File: config.mk
export PLATFORM = sky130hd
export DESIGN_NAME = stream_to_3d_sub_array
export DESIGN_NICKNAME = d
export VERILOG_FILES = /design/src/rtl/stream_to_3d_sub_array.sv
export SDC_FILE = /design/constraint.sdc
export NUM_CORES = 1
export LEC_CHECK = 0
export BUFFER_PORTS_ARGS = -buffer_cell sky130_fd_sc_hd__buf_2
export CORE_ASPECT_RATIO = 1.4
export CORE_UTILIZATION = 42
export CTS_CLUSTER_DIAMETER = 40
export DETAILED_ROUTE_END_ITERATION = 10
export GPL_ROUTABILITY_DRIVEN = 0
export PLACE_DENSITY = 0.77
export SLEW_MARGIN = 40
export SYNTH_ARGS = -nofsm -noshare
export SYNTH_HDL_FRONTEND = slang
export SYNTH_SLANG_ARGS = --single-unit
File: constraint.sdc
create_clock -name clk -period 1.55 [get_ports clk]
set_clock_uncertainty 0.05 [all_clocks]
set_input_delay 0 -clock clk [delete_from_list [all_inputs] [get_ports clk]]
set_output_delay 0 -clock clk [all_outputs]
set_load 0.1 [all_outputs]
File: src/rtl/stream_to_3d_sub_array.sv
// Serial-to-array receiver for the sub-row flat layout (region A column-major, then region B).
// Optional framing check: define STREAM_TO_3D_SUB_LAST_CHECK_EN to add in_last / frame_err.
module stream_to_3d_sub_array #(
   parameter int unsigned BIT_WIDTH = 4,
   parameter int unsigned ROWS      = 8,
   parameter int unsigned COLS      = 8,
   parameter int unsigned SUB_ROWS  = 4
) (
   input  logic                                      clk,
   input  logic                                      rst_n,
   input  logic [BIT_WIDTH-1:0]                      in_data,
   input  logic                                      in_valid,
   output logic                                      in_ready,
`ifdef STREAM_TO_3D_SUB_LAST_CHECK_EN
   input  logic                                      in_last,
   output logic                                      frame_err,
`endif
   output logic [ROWS-1:0][COLS-1:0][BIT_WIDTH-1:0]  out,
   output logic                                      out_valid,
   input  logic                                      out_ready
);

   localparam int unsigned RW = (ROWS > 1) ? $clog2(ROWS) : 1;
   localparam int unsigned CW = (COLS > 1) ? $clog2(COLS) : 1;
   localparam logic [RW-1:0] LastA   = RW'(SUB_ROWS - 1);
   localparam logic [RW-1:0] LastRow = RW'(ROWS - 1);
   localparam logic [RW-1:0] FirstB  = RW'(SUB_ROWS);
   localparam logic [CW-1:0] LastCol = CW'(COLS - 1);

   typedef enum logic [0:0] {StFill, StHold} state_e;

   state_e                                   r_state;
   logic [RW-1:0]                            r_row;
   logic [CW-1:0]                            r_col;
   logic                                     r_region;
   logic [ROWS-1:0][COLS-1:0][BIT_WIDTH-1:0] r_arr;
`ifdef STREAM_TO_3D_SUB_LAST_CHECK_EN
   logic                                     r_frame_err;
`endif

   logic w_row_end;
   logic w_last_elem;

   // Row wraps at the last row of whichever region is being filled.
   assign w_row_end   = r_region ? (r_row == LastRow) : (r_row == LastA);
   assign w_last_elem = w_row_end && (r_col == LastCol) && (r_region || (SUB_ROWS == ROWS));

   always_ff @(posedge clk) begin
      if (!rst_n) begin
         r_state  <= StFill;
         r_row    <= '0;
         r_col    <= '0;
         r_region <= 1'b0;
         r_arr    <= '0;
`ifdef STREAM_TO_3D_SUB_LAST_CHECK_EN
         r_frame_err <= 1'b0;
`endif
      end else begin
`ifdef STREAM_TO_3D_SUB_LAST_CHECK_EN
         r_frame_err <= 1'b0;
`endif
         unique case (r_state)
            StFill: begin
               if (in_valid) begin
                  r_arr[r_row][r_col] <= in_data;
                  if (w_last_elem) begin
                     r_state  <= StHold;
                     r_row    <= '0;
                     r_col    <= '0;
                     r_region <= 1'b0;
`ifdef STREAM_TO_3D_SUB_LAST_CHECK_EN
                     r_frame_err <= !in_last;
                  end else if (in_last) begin
                     // Early end of frame: restart counting, keep already-written elements.
                     r_frame_err <= 1'b1;
                     r_row       <= '0;
                     r_col       <= '0;
                     r_region    <= 1'b0;
`endif
                  end else if (!w_row_end) begin
                     r_row <= r_row + RW'(1);
                  end else if (r_col != LastCol) begin
                     r_col <= r_col + CW'(1);
                     r_row <= r_region ? FirstB : '0;
                  end else begin
                     r_row    <= FirstB;
                     r_col    <= '0;
                     r_region <= 1'b1;
                  end
               end
            end
            StHold: begin
               if (out_ready) r_state <= StFill;
            end
            default: r_state <= StFill;
         endcase
      end
   end

   assign in_ready  = (r_state == StFill);
   assign out_valid = (r_state == StHold);
   assign out       = r_arr;
`ifdef STREAM_TO_3D_SUB_LAST_CHECK_EN
   assign frame_err = r_frame_err;
`endif

endmodule
# [Word level (Yosys, flattened, before mapping)]
# Cells that the tools add are included.
[classes] bitwise=1 add_sub_neg=2 n_mux=20 n_reduce_logical=8 eq_ne=5 n_lt_le_gt_ge=4
[op_table] op="bitwise mux 256 bit" count=1
[op_table] op="demux 32 bit (select 3 bit)" count=1
[op_table] op="two-way mux 32 bit" count=1
[op_table] op="two-way mux 3 bit" count=7
[op_table] op="demux 4 bit (select 3 bit)" count=1
[op_table] op="less-than comparator 3 x 4 -> 1 bit, second input constant" count=2
[op_table] op="two-way mux 1 bit" count=7
[op_table] op="adder 3 x 1 -> 3 bit, second input constant" count=2
[op_table] op="== test 3 bit, second input constant" count=2
[op_table] op=">= comparator 3 x 1 -> 1 bit, second input constant" count=2
[op_table] op="logical AND 1 bit" count=4
[op_table] op="two-way mux 4 bit" count=1
[op_table] op="AND reduction 4 bit" count=1
[op_table] op="== test 3 x 2 -> 1 bit, second input constant" count=1
[op_table] op="inequality test 3 bit, second input constant" count=1
[op_table] op="AND reduction 3 bit" count=1
[op_table] op="inequality test 2 bit, second input constant" count=1
[op_table] op="case mux 1 bit (2 select lines)" count=1
[op_table] op="AND reduction 2 bit" count=1
[op_table] op="nonzero test 2 bit" count=1
[op_table] op="NOT 1 bit" count=1
[word_totals] elab_cells=108 ff_bits=264 inputBits=8

# [Longest topological paths before layout]
[depth] depth_word=7 mapped_depth=6

# [Worst setup path after synthesis]
# No wires, ideal clock.
[synth_timing] path_type="reg-to-reg" from="register r_state, in the netlist out_valid" to="register r_state, in the netlist out_valid" n_path_buf=2 stages_incl_launch_ff=6 setup_slack_ns=-0.774 synth_period_minus_slack_ns=2.324 arrival_ns=2.214 setup_time_ns=0.060 cell_sequence="dfxtp_1 -> buf_2 -> buf_2 -> inv_1 -> o22ai_1 -> and2_1"
[synth_via] elab_chain_len=2
[synth_rtl] item="start: declaration" line="32" rtl="state_e r_state;"
[synth_rtl] item="start signal: assignment" line="50" rtl="r_state <= StFill;"
[synth_rtl] item="start signal: assignment" line="67" rtl="r_state <= StHold;"
[synth_rtl] item="start signal: assignment" line="93" rtl="if (out_ready) r_state <= StFill;"
[synth_rtl] item="NOT 1 bit (no line)"
[synth_rtl] item="net in_ready" line="13" rtl="output logic in_ready,"
[synth_rtl] item="case mux 1 bit (2 select lines)" line="62" rtl="unique case (r_state)"
# The timed path passes the listed nets, and every way through them passes these cells.
# A chain may end at the register's enable or synchronous reset.

# [Final worst setup path]
[layout_timing] from="register r_col[2]" to="register r_arr, in the netlist out[10]"
[layout_via] elab_chain_len=7 elab_cells_between_ends=8
[layout_rtl] item="start: declaration" line="34" rtl="logic [CW-1:0] r_col;"
[layout_rtl] item="start signal: assignment" line="83" rtl="r_col <= r_col + CW'(1);"
[layout_rtl] item="less-than comparator 3 x 4 -> 1 bit (implied by the code) / >= comparator 3 x 1 -> 1 bit (equally long branches)" line="65" rtl="r_arr[r_row][r_col] <= in_data;"
[layout_rtl] item="logical AND 1 bit (implied by the code)" line="65"
[layout_rtl] item="two-way mux 4 bit (implied by the code)" line="65"
[layout_rtl] item="demux 4 bit (select 3 bit) (*)" line="65"
[layout_rtl] item="two-way mux 32 bit (implied by the code) (*)" line="65"
[layout_rtl] item="demux 32 bit (select 3 bit) (*)" line="65"
[layout_rtl] item="bitwise mux 256 bit (*)" line="65"
[layout_rtl] item="end signal: indexed assignment" line="65"
[layout_rtl] item="end: declaration" line="36" rtl="logic [ROWS-1:0][COLS-1:0][BIT_WIDTH-1:0] r_arr;"
# Every way passes the cells marked *; elsewhere a longest branch is shown, timed or not.

==> results by group <==
Clocking
  • Max H-tree Level: 2
  • Clk_lat worst skew: 500 ps
  • CTS tree: yes
  • Clock Path Buffers: 3
  • Clock slew at reported path FFs: 60 ps
  • Clock sinks: 264
  • CTS Buf Count: 34
  • Root Buffer: clkbuf_16

Global routing
  • First-pass GRT wire length: 43200 microns
  • Vias in the first global route: 7986
  • Total gr overflow: 0
  • Initial antenna violation count: 0
  • Largest net degree at the start of global routing: 70
  • GR Util All Layers: 22.0%

Routing
  • Vias: 8138
  • Post-route ant nets: 0
  • Vias per cell: 5.05
  • DRT Wirelength: 28200 microns
  • DR WL/cell: 17.5 microns
  • Pre-antenna DRT Iters: 4
  • Drt drc: 0
  • Detailed router's first-iteration violation count: 303

Critical path
  • Kind of critical path: register to register
  • R2r setup slk: -20 ps
  • Startpoint types: register
  • Critical Path Slowest Stage Cell: nor4_4
  • Slowest stage delay, CP: 430 ps
  • Crit-path leading delay family: simple AND/OR/NAND/NOR gates
  • CP Cell Sequence: buf_4, nor4_4, nand2_1, mux2i_1
  • Worst Path Arrival: 1900 ps
  • Worst endpoint required time: 1880 ps
  • Crit. End Element: register
  • Crit path buffers/inverters: 1
  • Critical path fanouts, max: 6

STA
  • Rel. slew slack: 62.1%
  • RSZ-0062 raised after global routing: true
  • Setup violators final: 18
  • Final hold vios: 0
  • Min Tclk post-route: 1570 ps
  • Fmax: 636 MHz
  • Pins Over Slew Limit: 0
  • Final WS setup: -21.2 ps
  • Crit share post-route: 101%
  • Setup TNS: -159 ps
  • Worst Max-Slew Pin Slew: 572 ps
  • Worst hold slack: 386 ps

Power and ir drop
  • P_leak: 7.02 nW
  • Pwr dens: 1120 mW/mm^2
  • Total power: 0.0152 W
  • Maximum vdd drop: 0.958 mV

Finish
  • Final Core Density: 57.8%
  • Layout Cells excl Fill: 1610
  • Syn-to-layout area delta: 33.6%
  • Final Net Count: 1292
  • Antenna diodes: 0
  • Layout cells sized above 1: 35.2%

Floorplan
  • Site row count: 66
  • Die Y: 186 microns
  • Io pins: 266
  • Initial Util: 43.3%
  • Die width: 133 microns
  • Die ar.: 0.0248 sq mm
  • Core area: 0.0235 sq mm

Yosys
  • Seq/Total Area, Yosys: 52.1%
  • Number of flops mapped to enable cells by yosys: 0
  • YS warnings: 0
  • Asr flop ratio synth: 0%
  • Area share of the leading cell type in the synthesized netlist: 52.1%
  • Library cells used by synthesis: 39
  • Top-count cell post-synth: nand2_1
  • Synth top area cells: dfxtp_1 52%, mux2i_1 25%, nand2_1 11%
  • Most used DFF post-synth: dfxtp_1
  • Synth cell count leaders: 307 x nand2_1, 264 x dfxtp_1, 257 x mux2i_1
  • Mapped Cells: 984
  • Cell area after synthesis: 0.0101 sq mm
  • Mapped Nets: 995
  • Leading area contributor after synthesis: dfxtp_1
  • Syn Area/Cell: 10.3 sq um
  • Synth Register Bits: 264

Outcome
  • Status: finished with violations
  • Failing checks: negative setup slack

Place
  • IO buf count: 265
  • Dpl cells: 1538
  • Post-DP HPWL: 19400 microns

Worst hold path
  • Hold Path Class: input pin to register

Run
  • Max-Cap Viols: 0
worst register-to-register path: stages (launching register included):
cell     delay [ps]
dfxtp_4         360
buf_4           160
nor4_4          430
nand2_1         260
mux2i_1         180
registers in the layout (all words and copies together), names as in the netlist:
register   flops
out          256
out_valid      1
r_col          3
r_region       1
r_row          3
stage by stage:
| stage | setup slack, ps | area (sq um) |
|---|---|---|
| detailed placement | -55.6 | 12200 |
| global route | -82.6 | 13600 |
| floorplan | -214 | 10200 |
| finish | -21.2 | 13600 |
| CTS | -16.8 | 13400 |
| global placement | -33.4 | 12200 |
layout by cell type, fill, tap and decap left out, drive strengths merged:
master,instances
a211oi,1
a21oi,4
a311oi,1
a31oi,1
and2,1
and3b,1
and4b,3
and4bb,12
buf,327
bufinv,1
clkbuf,43
clkinv,6
clkinvlp,2
dfxtp,264
dlygate4sd3,7
ha,3
inv,11
mux2i,257
nand2,307
nand2b,1
nand3,1
nand3b,3
nand4,3
nand4b,5
nand4bb,2
nor2,13
nor2b,3
nor3,1
nor4,3
nor4b,8
o21ai,3
o22ai,1
or4,1
or4b,1
xnor2,1
xor2,2
cell type report:
cell class,count,area [sq um]
Fill cell,2005,9900
Tap cell,306,383
Clock buffer,42,932
Multi-Input combinational cell,643,4670
Sequential cell,264,5300
Timing Repair Buffer,335,2080
Clock inverter,17,175
Inverter,3,15.0
where the power goes:
group | leakage, nW | internal [W] | switching (W)
combinational | 4.34 | 0.000216 | 0.000526
sequential | 2.13 | 0.00681 | 0.0000156
clock | 0.546 | 0.00455 | 0.00311
path summary, 6_finish.rpt:
path              cells after the start   endpoint      start
setup reg to reg                      4    out[10]   r_col[2]
hold reg to reg                       2   out[157]   out[157]
setup / recovery                      4    out[10]   r_col[2]
hold / removal                        4  out_valid  out_ready
timing repair:
| action | 4_1_cts | 5_1_grt |
|---|---|---|
| setup endpoints to repair | 77 | 107 |
| resized for setup | 11 | 37 |
| hold buffers | 7 | 0 |
| pin swaps | 0 | 4 |
| buffers inserted | 0 | 6 |
| endpoints found under the hold margin | 180 | 0 |
logic make-up (layout without fill, tap and decap cells):
kind of cell	Yosys count	in the layout	share of synthesized area, %
flops	264	264	52.1
mux	257	257	25.4
buf+inv	77	397	3.11
fa+ha+maj	3	3	0.370
simple gates	369	369	18.2
compound gates	11	11	0.629
xor+xnor	3	3	0.259
per-layer routing:
metal / GRT usage [%] / up-vias / routed length [microns]
met2: 39.0 / 235 / 14500
met4: 11.1 / 0 / 1210
met3: 4.77 / 71 / 1480
met1: 24.8 / 3955 / 11000
met5: 0 / - / 0
li1: - / 3877 / -
Note: power is estimated with default switching activity, not from simulation.
